[config.mk]
export PLATFORM = sky130hd
export DESIGN_NAME = shift_rows_pipe
export DESIGN_NICKNAME = d
export VERILOG_FILES = /design/src/rtl/aes_pkg.sv /design/src/rtl/shift_rows_perm.sv /design/src/rtl/shift_rows_pipe.sv
export SDC_FILE = /design/constraint.sdc
export NUM_CORES = 1
export LEC_CHECK = 0
export BUFFER_PORTS_ARGS = -buffer_cell sky130_fd_sc_hd__buf_2
export CAP_MARGIN = 20
export CORE_ASPECT_RATIO = 1.4
export CORE_MARGIN = 3
export CORE_UTILIZATION = 56
export CTS_BUF_LIST = sky130_fd_sc_hd__clkbuf_4 sky130_fd_sc_hd__clkbuf_8 sky130_fd_sc_hd__clkbuf_16
export CTS_CLUSTER_DIAMETER = 150
export CTS_CLUSTER_SIZE = 25
export DETAILED_ROUTE_END_ITERATION = 6
export PLACE_DENSITY = 0.81
export SYNTH_ARGS = -nofsm -noshare
export SYNTH_HDL_FRONTEND = slang
export SYNTH_SLANG_ARGS = --single-unit
[constraint.sdc]
create_clock -name clk -period 1.84 [get_ports clk]
set_input_delay 0.368 -clock clk [delete_from_list [all_inputs] [get_ports clk]]
set_output_delay 0.368 -clock clk [all_outputs]
set_load 0.1 [all_outputs]
[src/rtl/aes_pkg.sv]
// Rijndael ShiftRows helpers: legal block widths, per-row rotation amounts and
// the bit position of state byte (r,c) in a column-major, MSB-first state vector.
package aes_pkg;

  function automatic bit nb_legal(input int nb);
    return (nb == 4) || (nb == 6) || (nb == 8);
  endfunction

  // Rows 2 and 3 rotate one extra position only for the 256-bit block.
  function automatic int off(input int nb, input int r);
    if (nb == 8 && r >= 2) return r + 1;
    return r;
  endfunction

  // Byte (r,c) is byte number 4c+r counted from the MSB end.
  function automatic int byte_lsb(input int nb, input int r, input int c);
    return 32 * nb - 8 - 8 * (4 * c + r);
  endfunction

endpackage

[src/rtl/shift_rows_perm.sv]
// Combinational ShiftRows / InvShiftRows byte permutation; pure wiring plus a
// per-byte 2:1 mux on the mode bit.
module shift_rows_perm
  import aes_pkg::*;
#(
  parameter int NB = 4
) (
  input  logic [32*NB-1:0] in_state,
  input  logic             inv,
  output logic [32*NB-1:0] out_state
);

  for (genvar r = 0; r < 4; r++) begin : g_row
    for (genvar c = 0; c < NB; c++) begin : g_col
      localparam int SRC_F = (c + off(NB, r)) % NB;
      localparam int SRC_I = (c - off(NB, r) + NB) % NB;
      assign out_state[byte_lsb(NB, r, c) +: 8] = inv ? in_state[byte_lsb(NB, r, SRC_I) +: 8]
                                                      : in_state[byte_lsb(NB, r, SRC_F) +: 8];
    end
  end

endmodule

[src/rtl/shift_rows_pipe.sv]
// ShiftRows/InvShiftRows applied at acceptance into a 2-entry in-order register buffer.
// One-cycle latency; in_ready depends only on registered occupancy, so out_ready never reaches it.
module shift_rows_pipe
  import aes_pkg::*;
#(
  parameter int NB = 4
) (
  input  logic              clk,
  input  logic              rst_n,
  input  logic              flush,
  input  logic              in_valid,
  output logic              in_ready,
  input  logic              in_inv,
  input  logic [32*NB-1:0]  in_state,
  output logic              out_valid,
  input  logic              out_ready,
  output logic              out_inv,
  output logic [32*NB-1:0]  out_state,
  output logic [1:0]        occupancy
);

  localparam int W = 32 * NB;

  if (!nb_legal(NB)) begin : g_bad_nb
    $error("shift_rows_pipe: NB must be 4, 6 or 8");
  end

  typedef struct packed {
    logic         inv;
    logic [W-1:0] state;
  } entry_t;

  logic [W-1:0] perm_state;
  entry_t       perm_ent;
  entry_t       head_q, head_d;
  entry_t       tail_q, tail_d;
  logic [1:0]   count_q, count_d;
  logic         push, pop;

  shift_rows_perm #(.NB(NB)) u_perm (
    .in_state  (in_state),
    .inv       (in_inv),
    .out_state (perm_state)
  );

  assign perm_ent  = '{inv: in_inv, state: perm_state};
  assign in_ready  = (count_q != 2'd2);
  assign out_valid = (count_q != 2'd0);
  assign out_inv   = head_q.inv;
  assign out_state = head_q.state;
  assign occupancy = count_q;
  assign push      = in_valid && in_ready;
  assign pop       = out_valid && out_ready;

  // A simultaneous push and pop can only happen at count 1, so the new entry becomes the head.
  always_comb begin
    head_d  = head_q;
    tail_d  = tail_q;
    count_d = count_q;
    if (flush) begin
      count_d = 2'd0;
    end else begin
      case ({push, pop})
        2'b11: head_d = perm_ent;
        2'b01: begin
          head_d  = tail_q;
          count_d = count_q - 2'd1;
        end
        2'b10: begin
          if (count_q == 2'd0) head_d = perm_ent;
          else                 tail_d = perm_ent;
          count_d = count_q + 2'd1;
        end
        default: ;
      endcase
    end
  end

  always_ff @(posedge clk or negedge rst_n) begin
    if (!rst_n) begin
      head_q  <= '0;
      tail_q  <= '0;
      count_q <= 2'd0;
    end else begin
      head_q  <= head_d;
      tail_q  <= tail_d;
      count_q <= count_d;
    end
  end

endmodule

[Word level (Yosys, flattened, before mapping)]
Cells that the tools add are included.
Storage, ports and cells
  output and inout bits: 133
  flip-flop bits (word level): 260
  word-level logic and storage cells: 34
  input port bits: 134
Cells by class
  bitwise operators: 2
  equality and inequality tests: 5
  reductions and logical operators: 8
  add/sub/neg operators: 2
  multiplexer cells: 12
Operator list (number)
  $pmux W129 S3: 1
  $mux W129: 1
  $mux W8: 8
  $reduce_and A3 Y1: 2
  $reduce_bool A3 Y1: 2
  $eq A2 B2 Y1 const B: 2
  $ne A2 B2 Y1 const B: 2
  $pmux W2 S2: 1
  $add A2 B1 Y2 const B: 1
  $eq A2 B1 Y1 const B: 1
  $logic_and A1 B1 Y1: 2
  $logic_not A2 Y1: 1
  $mux W2: 1
  $not A1 Y1: 2
  $reduce_bool A2 Y1: 1
  $sub A2 B1 Y2 const B: 1

[Logic depth before layout (Yosys ltp)]
  word-level depth: 5
  gate-level depth with buffers: 7
  mapped depth without buffers: 4

[Cells and area by module]
A second synthesis with hierarchy kept.
Second synthesis, totals
  cells, all modules: 1216
  area total of the unflattened synthesis: 13910.8 sq um
By module, submodules not included
  shift_rows_pipe: area an instance 12353.1 sq um, cells an instance 1081, times used 1, seq. area each 6506.2 sq um
  shift_rows_perm: area an instance 1557.7 sq um, cells an instance 135, times used 1, seq. area each 0.0 sq um

[Worst setup path after synthesis]
No wires, ideal clock.
  path kind: register -> register
  start: register count_q[0], in the netlist occupancy[0]
  end: register head_q (netlist bit out_state[72])
  required time: 1.757 ns
  data arrival time: 2.410 ns
  cell stages (with the launch flop): 8
  library setup time: 0.083 ns
  period minus slack after synthesis: 2.492 ns
  path slack: -0.652 ns
  buffers on the path: 3
  path through: dfrtp_1 -> buf_4 -> nor2_2 -> inv_2 -> buf_2 -> buf_2 -> nand4_1 -> a31oi_1
Between the ends
  cells in the longest elaborated chain, start to end: 5
  elaborated cells on any way between the ends: 12
  those cells by class: 5 x eq/ne; 1 x mux; 6 x reduce/logical
Ends and longest elaborated chain
  start: declaration: RTL line shift_rows_pipe.sv:37  | logic [1:0] count_q, count_d;
  start signal: assignment: RTL line shift_rows_pipe.sv:87  | count_q <= count_d;
  $reduce_bool A2 Y1 (*): RTL line shift_rows_pipe.sv:48  | assign out_valid = (count_q != 2'd0);
  named net out_valid: RTL line shift_rows_pipe.sv:15  | output logic out_valid,
  $logic_and A1 B1 Y1 (*): RTL line shift_rows_pipe.sv:53  | assign pop = out_valid && out_ready;
  $eq A2 B2 Y1 / $eq A2 B1 Y1 (equally long branches): RTL line shift_rows_pipe.sv:63  | case ({push, pop})
  $ne A2 B2 Y1 (no source line) / $reduce_bool A3 Y1 (equally long branches)
  $reduce_and A3 Y1 (no source line)
  end signal: assignment: RTL line shift_rows_pipe.sv:81  | head_q <= '0;
  end signal: assignment: RTL line shift_rows_pipe.sv:85  | head_q <= head_d;
  end: declaration: RTL line shift_rows_pipe.sv:35  | entry_t head_q, head_d;
The timed path passes the listed nets; every way through them passes the cells marked *.
A chain may end at the register's enable or synchronous reset.

[Final worst setup path]
  start: register count_q[0], in the netlist occupancy[0]
  end: register head_q (netlist bit out_state[27])
Between the ends
  cells in the longest elaborated chain, start to end: 5
  elaborated cells on any way between the ends: 12
  those cells by class: 5 x eq/ne; 1 x mux; 6 x reduce/logical
Ends and longest elaborated chain (RTL line)
  $ne A2 B2 Y1 / $reduce_bool A2 Y1 (equally long branches): shift_rows_pipe.sv:47, shift_rows_pipe.sv:48
  $logic_and A1 B1 Y1 (on tied branches): shift_rows_pipe.sv:52, shift_rows_pipe.sv:53
  $eq A2 B2 Y1 / $eq A2 B1 Y1 (equally long branches): shift_rows_pipe.sv:63
  $ne A2 B2 Y1 (no source line) / $reduce_bool A3 Y1 (equally long branches)
  $reduce_and A3 Y1 (no source line)
Several ways; a longest one is shown, not always the timed one.

==> results.toml <==
[timing]
hold_viol_final = 0
relSlewSlack_pct = 50.2
rsz0062_at_grt = "yes"
setup_viol = 79
worst_slew_pin_slew_ns = 0.747
max_freq_ghz = 0.522
postLayoutSetupSlackWorst_ns = -0.0773
slew_violations = 0
fin_crit_ns = 1.92
skew_ns = 0.0188
finalCritPeriodShare_pct = 104

[placed_design]
hpwl_um = 25900
io_buffers = 266
place_congestion = 0.867
dpl_worst_slack_ns = -0.0124
place_inst = 1641

[drt]
drt_iter0_drc = 1445
drt-total-wl_um = 42700
maxUsedRoutingLayer = "met5"
wl_met2_um = 21100
wl_per_cell_um = 25.3
drtPass1Iterations = 6
drc = 0
wl_met3_um = 3930
vias = 11915
antenna_left = 0
wl_met1_um = 15800
via_per_inst = 7.05

[finish]
final_core_util_pct = 70.6
seq_area_um2 = 6510
stdcell_count = 1690
final_nets = 1518
multi_input_area_um2 = 6100
drive_gt1_share_pct = 40.4
synthToLayoutAreaGrowth_pct = 22.5
n_fill_cell = 1577

[yosys]
synth_ff_type = "dfrtp_1"
seq_area_frac_synth_pct = 49.4
yosys.area_share.simple_pct = 7.49
synthDistinctLibCells = 36
synth_area_leaders = "dfrtp_1, mux2_2, o31ai_1, a31oi_1, a211oi_1"
mappedNetlistArea_um2 = 13200
synth_compound_area_share_pct = 22.4
synth_top_area_share_pct = 49.4
synth_edf_count = 0
synth_fa_ha_area_share_pct = 0
yosysWarnings = 0
async_flop_share_pct = 100
yosys-mux-area-fraction_pct = 15.1
synth-seq-cells = 260
synth_area_per_cell_um2 = 11.2
synthesis.instances = 1173
yosysTopAreaCell = "dfrtp_1"
synth_nets = 1307
synth_xor_area_share_pct = 0
synth_top_family_by_area = "compound AO/OA/AOI/OAI gates"

[setup_path]
end_kind = "register"
cp_slowest_cell = "or4b_4"
slowest_delay_ns = 0.54
path_max_fanout = 18
cp_cell_sequence = "buf_6 -> or4b_4 -> o21ai_4 -> clkbuf_16 -> a31oi_1"
path_class = "reg -> reg"
startpoint_type = "register"
cp.arrival_ns = 2.29
crit_required_ns = 2.21

[clock_network]
cts.path.max_buffers = 3
clk_pin_slew_ns = 0.10
clkLatencyLatePin_ns = 0.50
cts_root_buf = "clkbuf_16"
cts_tree = "done"
cts.sinks = 260
numCtsBuffers = 14
htree_num_levels = 1

[outcome]
status = "finished with violations"
violations = "setup timing"

[global_routing]
grt_start_max_net_pins = 79
grt_pass1_wl_um = 63200
grt_pass1_vias = 11312
gr-total-overflow = 0
antenna_found_initial = 3
grt_usage_pct = 30.4

[power]
ir_worst_vdd_mv = 1.14
powerDensity_nw_per_um2 = 1340
seqPwrFrac_pct = 38.0
pwr-share-clk_pct = 15.7
p_comb_share_pct = 46.2
finalPower_w = 0.0216
switching_share_pct = 48.8
leakage_nw = 6.77
p_int_w = 0.0111
p_sw_w = 0.0105

[die]
initial_core_util_pct = 57.6
die-area_um2 = 25400
fp.dieH_um = 187
num_rows = 65
core_area_um2 = 22900
die_width_um = 136
ioPinCount = 267

[hold_path]
hp-class = "in -> reg"

[job]
max_cap_viol_count = 0
==> worst paths after layout <==
| kind | start | to | slack [ns] | cells after the start |
|---|---|---|---|---|
| min reg2reg | tail_q[124] | tail_q[124] | 0.49 | 1 |
| max | occupancy[0] | out_state[27] | -0.08 | 5 |
| min in group asynchronous | rst_n | out_state[69] | 0.35 | 2 |
| max reg2reg | occupancy[0] | out_state[27] | -0.08 | 5 |
| max in group asynchronous | rst_n | tail_q[97] | 0.88 | 3 |
| min | in_state[122] | tail_q[122] | 0.11 | 2 |
==> cells in the final DEF (no fill, tap or decap), drive strengths merged, types with 2 or more instances in the layout <==
master / Yosys / routed
a211oi: 65 / 65
a21oi: 21 / 21
a31o: 16 / 16
a31oi: 113 / 113
buf: 73 / 346
clkbuf: 92 / 29
dfrtp: 260 / 260
diode: 0 / 4
inv: 2 / 2
mux2: 161 / 161
mux2i: 17 / 17
nand2: 2 / 2
nand2b: 2 / 2
nand4: 65 / 65
nor2: 17 / 17
nor4: 48 / 48
o211a: 16 / 16
o211ai: 48 / 48
o31ai: 129 / 129
or4: 16 / 16
==> state kept, by name (all words and copies together), names as in the netlist <==
register   cells
occupancy      2
out_inv        1
out_state    128
tail_q       129
==> critical path, delay by kind of cell, from the launching register on <==
family	cells	cell delay, ns
simple gates	1	0.54
flops	1	0.53
buf+inv	2	0.42
compound gates	2	0.29
==> power groups by stage <==
stage | Clock, W | Sequential (W) | Combinational, W
CTS | 0.00343 | 0.00814 | 0.00969
finish | 0.00340 | 0.00822 | 0.0100
global route | 0.00364 | 0.00834 | 0.0104
global placement | 0 | 0.00818 | 0.00950
detailed placement | 0 | 0.00825 | 0.00966
floorplan | 0 | 0.0132 | 0.00253
==> metrics by stage <==
| stage | TNS, ns | cell area (um^2) | hold WS [ns] |
|---|---|---|---|
| final | -2.16 | 16100 | 0.111 |
| after global routing | -5.84 | 16100 | 0.102 |
| after CTS | -0.119 | 15500 | 0.0968 |
| after detailed placement | -0.0205 | 15100 | 0.273 |
| after global placement | 0 | 15100 | 0.278 |
| after floorplan | -0.641 | 13200 | 0.0724 |
==> what timing repair did <==
item                       in CTS  in global routing
hold buffers                    1                  0
resized for setup               3                 51
setup endpoints to repair       6                118
pin swaps                       1                 11
cloned                          0                 14
hold endpoints to repair       30                  0
setup buffers                   5                  8
==> layer usage <==
metal	GRT usage (%)	vias to the layer above
met5	0	-
met4	12.3	2
met3	5.41	123
met2	49.6	780
met1	40.3	5915
li1	-	5095
==> area by class of cell <==
cell class,instances,share of cell area [%]
sequential,260,40.4
inverter,2,0.0931
clock buffer,16,2.37
multi-input combinational,746,37.8
clock inverter,1,0.101
timing repair buffer,360,16.8
antenna,4,0.0621
tap,301,2.33
==> Yosys cell counts (all sizes together), types with 21 or more instances <==
master and count:
a21oi 21, mux2 161, a31oi 113, o31ai 129, nand4 65, clkbuf 92
dfrtp 260, o211ai 48, nor4 48, a211oi 65, buf 73
==> logic make-up (layout without fill, tap and decap cells) <==
| kind of cell | after synthesis | count (layout) |
|---|---|---|
| DFF | 260 | 260 |
| muxes | 178 | 178 |
| and+or+nand+nor | 158 | 158 |
| other | 0 | 4 |
| buffers and inverters | 167 | 379 |
| AOI/OAI and AO/OA | 410 | 410 |
Note: power is estimated with default switching activity, not from simulation.
